[src/rtl/sec08_queues_pkg.sv]
// Shared constants and helpers for the queue arbiter slice.
package sec08_queues_pkg;

  localparam int c_def_nreqs     = 4;
  localparam int c_def_msg_nbits = 32;

  // Width of the source-id field; one bit minimum so a 2-requester build still tags messages.
  function automatic int src_nbits(input int nreqs);
    return (nreqs <= 2) ? 1 : $clog2(nreqs);
  endfunction

endpackage

[src/rtl/sec08_queues_Buf2.sv]
// Two-entry normal FIFO. Handshake: a transfer happens on a rising clk edge where
// val and rdy are both high on the same side; enq_rdy depends only on occupancy,
// never on deq_rdy, so a full buffer refuses input even while it is draining.
module sec08_queues_Buf2
  import sec08_queues_pkg::*;
#(
  parameter int p_nbits = src_nbits(c_def_nreqs) + c_def_msg_nbits
) (
  input  logic               clk,
  input  logic               reset,
  input  logic               enq_val,
  output logic               enq_rdy,
  input  logic [p_nbits-1:0] enq_msg,
  output logic               deq_val,
  input  logic               deq_rdy,
  output logic [p_nbits-1:0] deq_msg,
  output logic [1:0]         num_entries
);

  logic [p_nbits-1:0] r_mem [2];
  logic               r_wr_ptr;
  logic               r_rd_ptr;
  logic [1:0]         r_count;
  logic               w_enq;
  logic               w_deq;

  // Handshake and status outputs; reset gates enq_rdy so nothing is offered while reset is high.
  always_comb begin
    enq_rdy     = (r_count != 2'd2) && !reset;
    deq_val     = (r_count != 2'd0);
    deq_msg     = r_mem[r_rd_ptr];
    num_entries = r_count;
    w_enq       = enq_val && enq_rdy;
    w_deq       = deq_val && deq_rdy;
  end

  // Storage, pointers and occupancy; reset discards any buffered entries.
  always_ff @(posedge clk or posedge reset) begin
    if (reset) begin
      r_mem[0] <= '0;
      r_mem[1] <= '0;
      r_wr_ptr <= 1'b0;
      r_rd_ptr <= 1'b0;
      r_count  <= 2'd0;
    end else begin
      if (w_enq) begin
        r_mem[r_wr_ptr] <= enq_msg;
        r_wr_ptr        <= ~r_wr_ptr;
      end
      if (w_deq) begin
        r_rd_ptr <= ~r_rd_ptr;
      end
      case ({w_enq, w_deq})
        2'b10:   r_count <= r_count + 2'd1;
        2'b01:   r_count <= r_count - 2'd1;
        default: r_count <= r_count;
      endcase
    end
  end

endmodule

[src/rtl/sec08_queues_queue_arbiter.sv]
// Round-robin merge of p_nreqs requester streams into one tagged stream.
// Handshake: every stream transfers on a rising clk edge where its val and rdy are
// both high. At most one istream_rdy bit is high (the granted requester, only when
// the buffer has room); ostream is driven purely from the buffer, so there is no
// combinational path from istream_* to ostream_* and istream_rdy ignores ostream_rdy.
module sec08_queues_queue_arbiter
  import sec08_queues_pkg::*;
#(
  parameter int p_nreqs     = c_def_nreqs,
  parameter int p_msg_nbits = c_def_msg_nbits
) (
  input  logic                                      clk,
  input  logic                                      reset,
  input  logic [p_nreqs-1:0]                        istream_val,
  output logic [p_nreqs-1:0]                        istream_rdy,
  input  logic [p_nreqs*p_msg_nbits-1:0]            istream_msg,
  output logic                                      ostream_val,
  input  logic                                      ostream_rdy,
  output logic [src_nbits(p_nreqs)+p_msg_nbits-1:0] ostream_msg,
  output logic [1:0]                                num_entries
);

  localparam int c_src_nbits = src_nbits(p_nreqs);
  localparam int c_ent_nbits = c_src_nbits + p_msg_nbits;

  logic [c_src_nbits-1:0] r_ptr;
  logic                   w_grant_val;
  logic [c_src_nbits-1:0] w_grant_idx;
  logic [p_msg_nbits-1:0] w_grant_msg;
  logic [c_ent_nbits-1:0] w_enq_msg;
  logic                   w_enq_rdy;
  logic                   w_enq;

  // Grant search: first valid requester starting at r_ptr, wrapping past the top index.
  always_comb begin
    int idx;
    idx         = 0;
    w_grant_val = 1'b0;
    w_grant_idx = '0;
    for (int k = 0; k < p_nreqs; k++) begin
      idx = int'(r_ptr) + k;
      if (idx >= p_nreqs) idx = idx - p_nreqs;
      if (!w_grant_val && istream_val[idx]) begin
        w_grant_val = 1'b1;
        w_grant_idx = c_src_nbits'(idx);
      end
    end
  end

  // Payload mux for the granted requester, tagged with its source id in the MSBs.
  always_comb begin
    w_grant_msg = '0;
    for (int i = 0; i < p_nreqs; i++) begin
      if (w_grant_idx == c_src_nbits'(i)) w_grant_msg = istream_msg[i*p_msg_nbits +: p_msg_nbits];
    end
    w_enq_msg = {w_grant_idx, w_grant_msg};
  end

  // Single-hot ready back to the granted requester only while the buffer can accept.
  always_comb begin
    istream_rdy = '0;
    w_enq       = w_grant_val && w_enq_rdy;
    if (w_enq) istream_rdy[w_grant_idx] = 1'b1;
  end

  // Priority pointer moves just past the winner on every accepted message; reset favours requester 0.
  always_ff @(posedge clk or posedge reset) begin
    if (reset) begin
      r_ptr <= '0;
    end else if (w_enq) begin
      r_ptr <= (int'(w_grant_idx) == p_nreqs - 1) ? '0 : w_grant_idx + 1'b1;
    end
  end

  sec08_queues_Buf2 #(
    .p_nbits (c_ent_nbits)
  ) u_buf (
    .clk         (clk),
    .reset       (reset),
    .enq_val     (w_grant_val),
    .enq_rdy     (w_enq_rdy),
    .enq_msg     (w_enq_msg),
    .deq_val     (ostream_val),
    .deq_rdy     (ostream_rdy),
    .deq_msg     (ostream_msg),
    .num_entries (num_entries)
  );

endmodule
[config.mk]
export PLATFORM = sky130hd
export DESIGN_NAME = sec08_queues_queue_arbiter
export DESIGN_NICKNAME = d
export VERILOG_FILES = /design/src/rtl/sec08_queues_pkg.sv /design/src/rtl/sec08_queues_Buf2.sv /design/src/rtl/sec08_queues_queue_arbiter.sv
export SDC_FILE = /design/constraint.sdc
export NUM_CORES = 1
export LEC_CHECK = 0
export BUFFER_PORTS_ARGS = -buffer_cell sky130_fd_sc_hd__buf_2
export CAP_MARGIN = 30
export CORE_AREA = 2 2 116 84
export DETAILED_ROUTE_END_ITERATION = 12
export DIE_AREA = 0 0 118 86
export PLACE_DENSITY = 0.82
export SYNTH_ARGS = -nofsm -noshare
export SYNTH_HDL_FRONTEND = slang
export SYNTH_SLANG_ARGS = --single-unit
[constraint.sdc]
create_clock -name clk -period 6.4 [get_ports clk]
set_input_delay 0.32 -clock clk [delete_from_list [all_inputs] [get_ports clk]]
set_output_delay 0.32 -clock clk [all_outputs]
set_load 0.05 [all_outputs]
# == Word-level counts from Yosys, hierarchy flattened ==
# Index checks and enable logic that the tools add are counted.
# totals
reg_bits,74
latch_bits,0
mem_bits_rw,0
mem_bits_ro,0
out_inout_bits,41
mem_count,0
# classes
n_addsub,10
multipliers,0
n_div,0
order_cmp,13
eq_ne,7
shifts,0
n_mux,39
bitwise_logic,4
reduce_logical,15
# ops
cell,n
$mux 32,8
$mux 34,4
$lt 32x4->1 const B,4
$bwmux 68,1
$demux 34 s1,1
$mux 1,13
$sub 3x3->4 const B,3
$mux 2,5
$ge 3x3->1 const B,3
$bmux 1 s2,4
$logic_and 1x1->1,8
$add 2x2->3 const B,2
$eq 2x1->1 const B,3
$eq 2x2->1 const B,3
$add 2x1->2 const B,2
$ge 2x2->1 const B,2
$logic_not 1->1,4
$mux 4,1
$not 1->2,2
$pmux 2 s2,1
$reduce_bool 2->1,2
$sub 2x3->4 const B,1
$add 2x1->3 const B,1
$ge 2x3->1 const B,1
other kinds (8),9

# == Depth between registers and ports, before layout ==
# depth
word_depth,21
depth_mapped,10

# == By module ==
# A second synthesis with hierarchy kept.
# hier_totals
cells_unflattened,380
hier_area_um2,4344.2
# modules_own_cells
module,instances,cells_each,area_each_um2,seq_area_each_um2
sec08_queues_Buf2,1,201,3151.8,1801.7
sec08_queues_queue_arbiter,1,179,1192.4,50.0

# == Worst setup path after synthesis ==
# Ideal clock, no wire load.
# synth_timing
path_type,input-to-output
start,in istream_val[1]
end,out istream_rdy[1]
t_arrival_ns,2.170
path_slack_ns,3.910
cell_stages,8
n_path_buf,2
path_cell_list,and2b_1 a21boi_0 o32a_1 inv_1 ha_1 clkbuf_1 clkbuf_1 and2_1
# synth_via
elab_chain_cells,18
elab_cells_between_ends,33
cone_classes,order compare: 2; mux: 23; reduce/logical: 8
# synth_rtl
item,line,rtl
start: declaration,sec08_queues_queue_arbiter.sv:14,"input logic [p_nreqs-1:0] istream_val,"
$bmux 1 s2,sec08_queues_queue_arbiter.sv:43,if (!w_grant_val && istream_val[idx]) begin
$mux 1 (not written as such) (2 in series),sec08_queues_queue_arbiter.sv:43,
$mux 1,sec08_queues_queue_arbiter.sv:43,
$logic_not 1->1,sec08_queues_queue_arbiter.sv:43,
$logic_and 1x1->1,sec08_queues_queue_arbiter.sv:43,
$mux 1,sec08_queues_queue_arbiter.sv:43,
$logic_not 1->1,sec08_queues_queue_arbiter.sv:43,
$logic_and 1x1->1,sec08_queues_queue_arbiter.sv:43,
[... 2 more ...],n/a,
$logic_and 1x1->1,sec08_queues_queue_arbiter.sv:43,
$mux 2 (*),sec08_queues_queue_arbiter.sv:43,
named net u_buf.enq_msg[33],sec08_queues_Buf2.sv:13,"input logic [p_nbits-1:0] enq_msg,"
$lt 2x3->1 (not written as such) or $ge 2x1->1 (tied branches),sec08_queues_queue_arbiter.sv:63,if (w_enq) istream_rdy[w_grant_idx] = 1'b1;
$logic_and 1x1->1 (not written as such),sec08_queues_queue_arbiter.sv:63,
$mux 1 (not written as such),sec08_queues_queue_arbiter.sv:63,
$demux 1 s2 (*),sec08_queues_queue_arbiter.sv:63,
$mux 4 (*),sec08_queues_queue_arbiter.sv:63,
end: declaration,sec08_queues_queue_arbiter.sv:15,"output logic [p_nreqs-1:0] istream_rdy,"
# Mark *: on every way through the listed nets, which the timed path passes. The rest lies on a longest branch. The select of a mux whose other input is x is not followed.

# == Final worst setup path ==
# layout_timing
start,reg r_ptr[0]
end,out istream_rdy[3]
# layout_via
elab_chain_cells,20
elab_cells_between_ends,48
cone_classes,add/sub: 7; order compare: 6; mux: 27; reduce/logical: 8
# layout_rtl
item,line,rtl
start: declaration,sec08_queues_queue_arbiter.sv:26,logic [c_src_nbits-1:0] r_ptr;
start signal: assignment,sec08_queues_queue_arbiter.sv:71,r_ptr <= (int'(w_grant_idx) == p_nreqs - 1) ? '0 : w_grant_idx + 1'b1;
"parallel branches: the longest is 14 deep, another holds $sub 3x3->4",n/a,
$mux 2 (*),sec08_queues_queue_arbiter.sv:43,
named net u_buf.enq_msg[32],sec08_queues_Buf2.sv:13,
$lt 2x3->1 (not written as such) or $ge 2x1->1 (tied branches),sec08_queues_queue_arbiter.sv:63,
$logic_and 1x1->1 (not written as such),sec08_queues_queue_arbiter.sv:63,
$mux 1 (not written as such),sec08_queues_queue_arbiter.sv:63,
$demux 1 s2 (*),sec08_queues_queue_arbiter.sv:63,
$mux 4 (*),sec08_queues_queue_arbiter.sv:63,
# Mark *: on every way through the listed nets, which the timed path passes. The select of a mux whose other input is x is not followed.

==> metrics.txt <==
RSZ-0062 raised after global routing false; hpwl dp 8160 microns; fin. max-slew vios 0; number of antenna-violating nets in the routed design 0; Top Ports about 180; CP endpoint kind output pin; Period minus WS final roughly 3 ns; final setup fails 0; via count 3,672; first-pass GRT wire length between 15,000 and 20,000 microns; Die Wd about 120 microns; die height 86 microns; die area a little over 10,000 sq um; GPL Wtd Cong 0.832; Core Region approximately 9000 sq um; DR vias/cell about 5.5; initial antenna violation count 0; startpoint types flip-flop; most frequent cells in the layout buf_2 (175), dfrtp_1 (73), mux2_2 (72), nand2_1 (33); Worst-path clk slew 0.06 ns; Peak supply drop around 0.00028 V; Avg WL per Cell 17.7 microns; Setup TNS 0 ns; vias in the first global route around 3,800; Post-Synthesis Cells approximately 380; fillers approximately 740; Inst Count DP 653; Combinational Power Share between 60% and 70%; Resized cells post-CTS 0; Avg Synthesized Cell Area 11.6 sq um; Initial Util 49.1%; Hold WS ~0.29 ns; Clk Latency, worst-skew pair about 0.32 ns; Max stage delay cell, worst path dfrtp_1; final clock skew around 0.0034 ns; Arr. time, crit path between 2 and 3 ns; Net Sw Power around 1700 uW; Area Growth Syn to Fin 28.0%; # diodes 0; cts hold-fix bufs 0; cells on worst reg2reg path 10; syn nets 521; most common cell after layout, fill and taps aside buf_2; number of max-cap violations 0; post-place setup slack 3.41 ns; reg2reg end u_buf.r_mem[15]$_DFFE_PP0P_; Worst-Margin Slew 0.977 ns; TritonCTS buffer count 9; Setup CP Type flip-flop to output pin; Total Power 3610 uW; fin crit share between 40% and 50%; sw frac roughly 47%; Worst Path Buf+Inv 4; synth unique cells 32; Worst path max stage delay 0.40 ns; Setup WS post-layout around 3.5 ns; clock power share 14.5%; Max-slew headroom between 30% and 40%; port bufs 175; row count 29; FF/Latch Area about 1900 sq um; CP top delay family buffers and inverters; CP max FO 25; Finished Layout Cells 670; FF-to-FF Start r_ptr[0]$_DFFE_PP0N_; 1st-iter DRT viols between 100 and 150; layout cells sized above 1 a little under three fifths; area share of the largest cell type after synthesis a little over two fifths; footprint of the multi-input gates roughly 2300 sq um; status finished clean; largest net degree at the start of global routing 75; Post-Route WL between 10,000 and 15,000 microns; Seq/Total Area, Yosys 42.0%; # nets final slightly below 700; Yosys reg bits 74; biggest area consumer among synthesized cells dfrtp_1; Hold/Removal Path Class input port to async pin; DRC 0; grt ovf 0; CTS Root Cell clkbuf_16; Synth area leaders dfrtp_1 (42%), mux2_2 (18%), mux2_4 (9.9%), nand3b_1 (5.5%), a31oi_1 (4.5%); post-synthesis cell area 4400 sq um; Leak around 0.0026 uW; CTS tree done; r2r setup slk about 3.5 ns; internal power around 1900 uW; YS warnings 0; Top cell by count, worst path inv_1; clock sink count 74; clock buffer depth 2; Critical Path RT approximately 6 ns; first-pass iteration count of the detailed router 4; crit-path cells nor2b_1 > nor3_1 > o22ai_1 > inv_1 > ha_1 > inv_1 > buf_16 > nor2_1 > buf_2; global-route usage over all layers about a quarter; PwrDens about 640 nW/um^2; Final Hold Fails 0; Seq pwr share 24.5%; H-tree depth 3; setup bufs post-CTS 0; fmax 342 MHz
==> synthesized netlist by cell type <==
| master | instances |
|---|---|
| a21boi_0 | 1 |
| nor2_1 | 4 |
| and2b_1 | 1 |
| nor3b_1 | 1 |
| mux2_4 | 29 |
| inv_1 | 7 |
| xnor2_1 | 2 |
| nand3b_1 | 32 |
| mux2_2 | 72 |
| clkbuf_1 | 21 |
| o22ai_1 | 32 |
| nor4_4 | 1 |
| xor2_1 | 3 |
| nor3_4 | 1 |
| o32a_1 | 1 |
| buf_12 | 3 |
| or2_2 | 1 |
| and2_4 | 1 |
| buf_4 | 1 |
| and2_1 | 4 |
| o21ai_0 | 2 |
| dfrtp_1 | 74 |
| buf_1 | 3 |
| ha_1 | 5 |
| nor3_1 | 1 |
| or3b_2 | 1 |
| nand2_1 | 33 |
| nor2b_1 | 4 |
| nand2b_1 | 2 |
| a31oi_1 | 32 |
| buf_6 | 4 |
| mux2i_1 | 2 |
==> per-stage QoR <==
step,utilization [%],area [sq um]
detailed placement,59.1,5300
CTS,62.6,5610
global route,62.9,5640
floorplan,-,4400
global placement,58.8,5270
finish,62.9,5640
==> routing by layer <==
| layer | global-route usage [%] | part of all wire, % |
|---|---|---|
| met5 | 0 | 0 |
| met4 | 5.70 | 0.83 |
| met3 | 6.91 | 7.3 |
| met2 | 42.1 | 49 |
| met1 | 28.1 | 43 |
==> worst reg2reg max path: cells and delay by family, from the launching register on <==
kind                     cells  cell delay (ns)
AO/OA/AOI/OAI                3             0.63
adder cells (fa/ha/maj)      1             0.27
buffers and inverters        2             0.50
flip-flops                   1             0.40
multiplexers                 1             0.28
AND/OR/NAND/NOR              3             0.65
==> layout make-up <==
| class | instances | area share, % |
|---|---|---|
| clock buffers | 10 | 4.06 |
| clock inverters | 6 | 1.46 |
| inverters | 7 | 0.466 |
| multi-input cells | 268 | 41.3 |
| flip-flops and latches | 74 | 32.9 |
| well taps | 124 | 2.75 |
| repair buffers | 181 | 17.0 |
==> flip-flops by register name, indices dropped and copies added (netlist names) <==
signal             count
u_buf.r_rd_ptr         1
u_buf.r_mem           68
u_buf.num_entries      2
r_ptr                  2
u_buf.r_wr_ptr         1
==> power groups by stage <==
stage	Clock, uW	Combinational, uW	Sequential [uW]
2_1_floorplan	0	1800	824
3_3_place_gp	0	2130	869
3_5_place_dp	0	2200	886
4_1_cts	538	2200	883
5_1_grt	562	2350	919
6_report	525	2200	885
==> logic make-up after synthesis <==
family | share of synthesized area [%]
multiplexers | 28.8
AND/OR/NAND/NOR | 11.9
flip-flops | 42.0
AO/OA/AOI/OAI | 9.72
buffers and inverters | 5.20
XOR/XNOR | 0.994
adder cells (fa/ha/maj) | 1.42
==> worst max path at each step <==
stage / start / to / slack (ns) / cells past startpoint
2_1_floorplan: istream_val[1] / istream_rdy[1] / 3.91 / 8
3_3_place_gp: istream_val[1] / u_buf.r_mem[49]$_DFFE_PP0P_ / 3.42 / 10
3_5_place_dp: istream_val[1] / istream_rdy[1] / 3.41 / 8
4_1_cts: r_ptr[1]$_DFFE_PP0N_ / istream_rdy[1] / 3.34 / 6
5_1_grt: r_ptr[0]$_DFFE_PP0N_ / u_buf.r_mem[15]$_DFFE_PP0P_ / 3.26 / 10
6_report: r_ptr[0]$_DFFE_PP0N_ / istream_rdy[3] / 3.48 / 9
(Power assumes the default switching activity.)
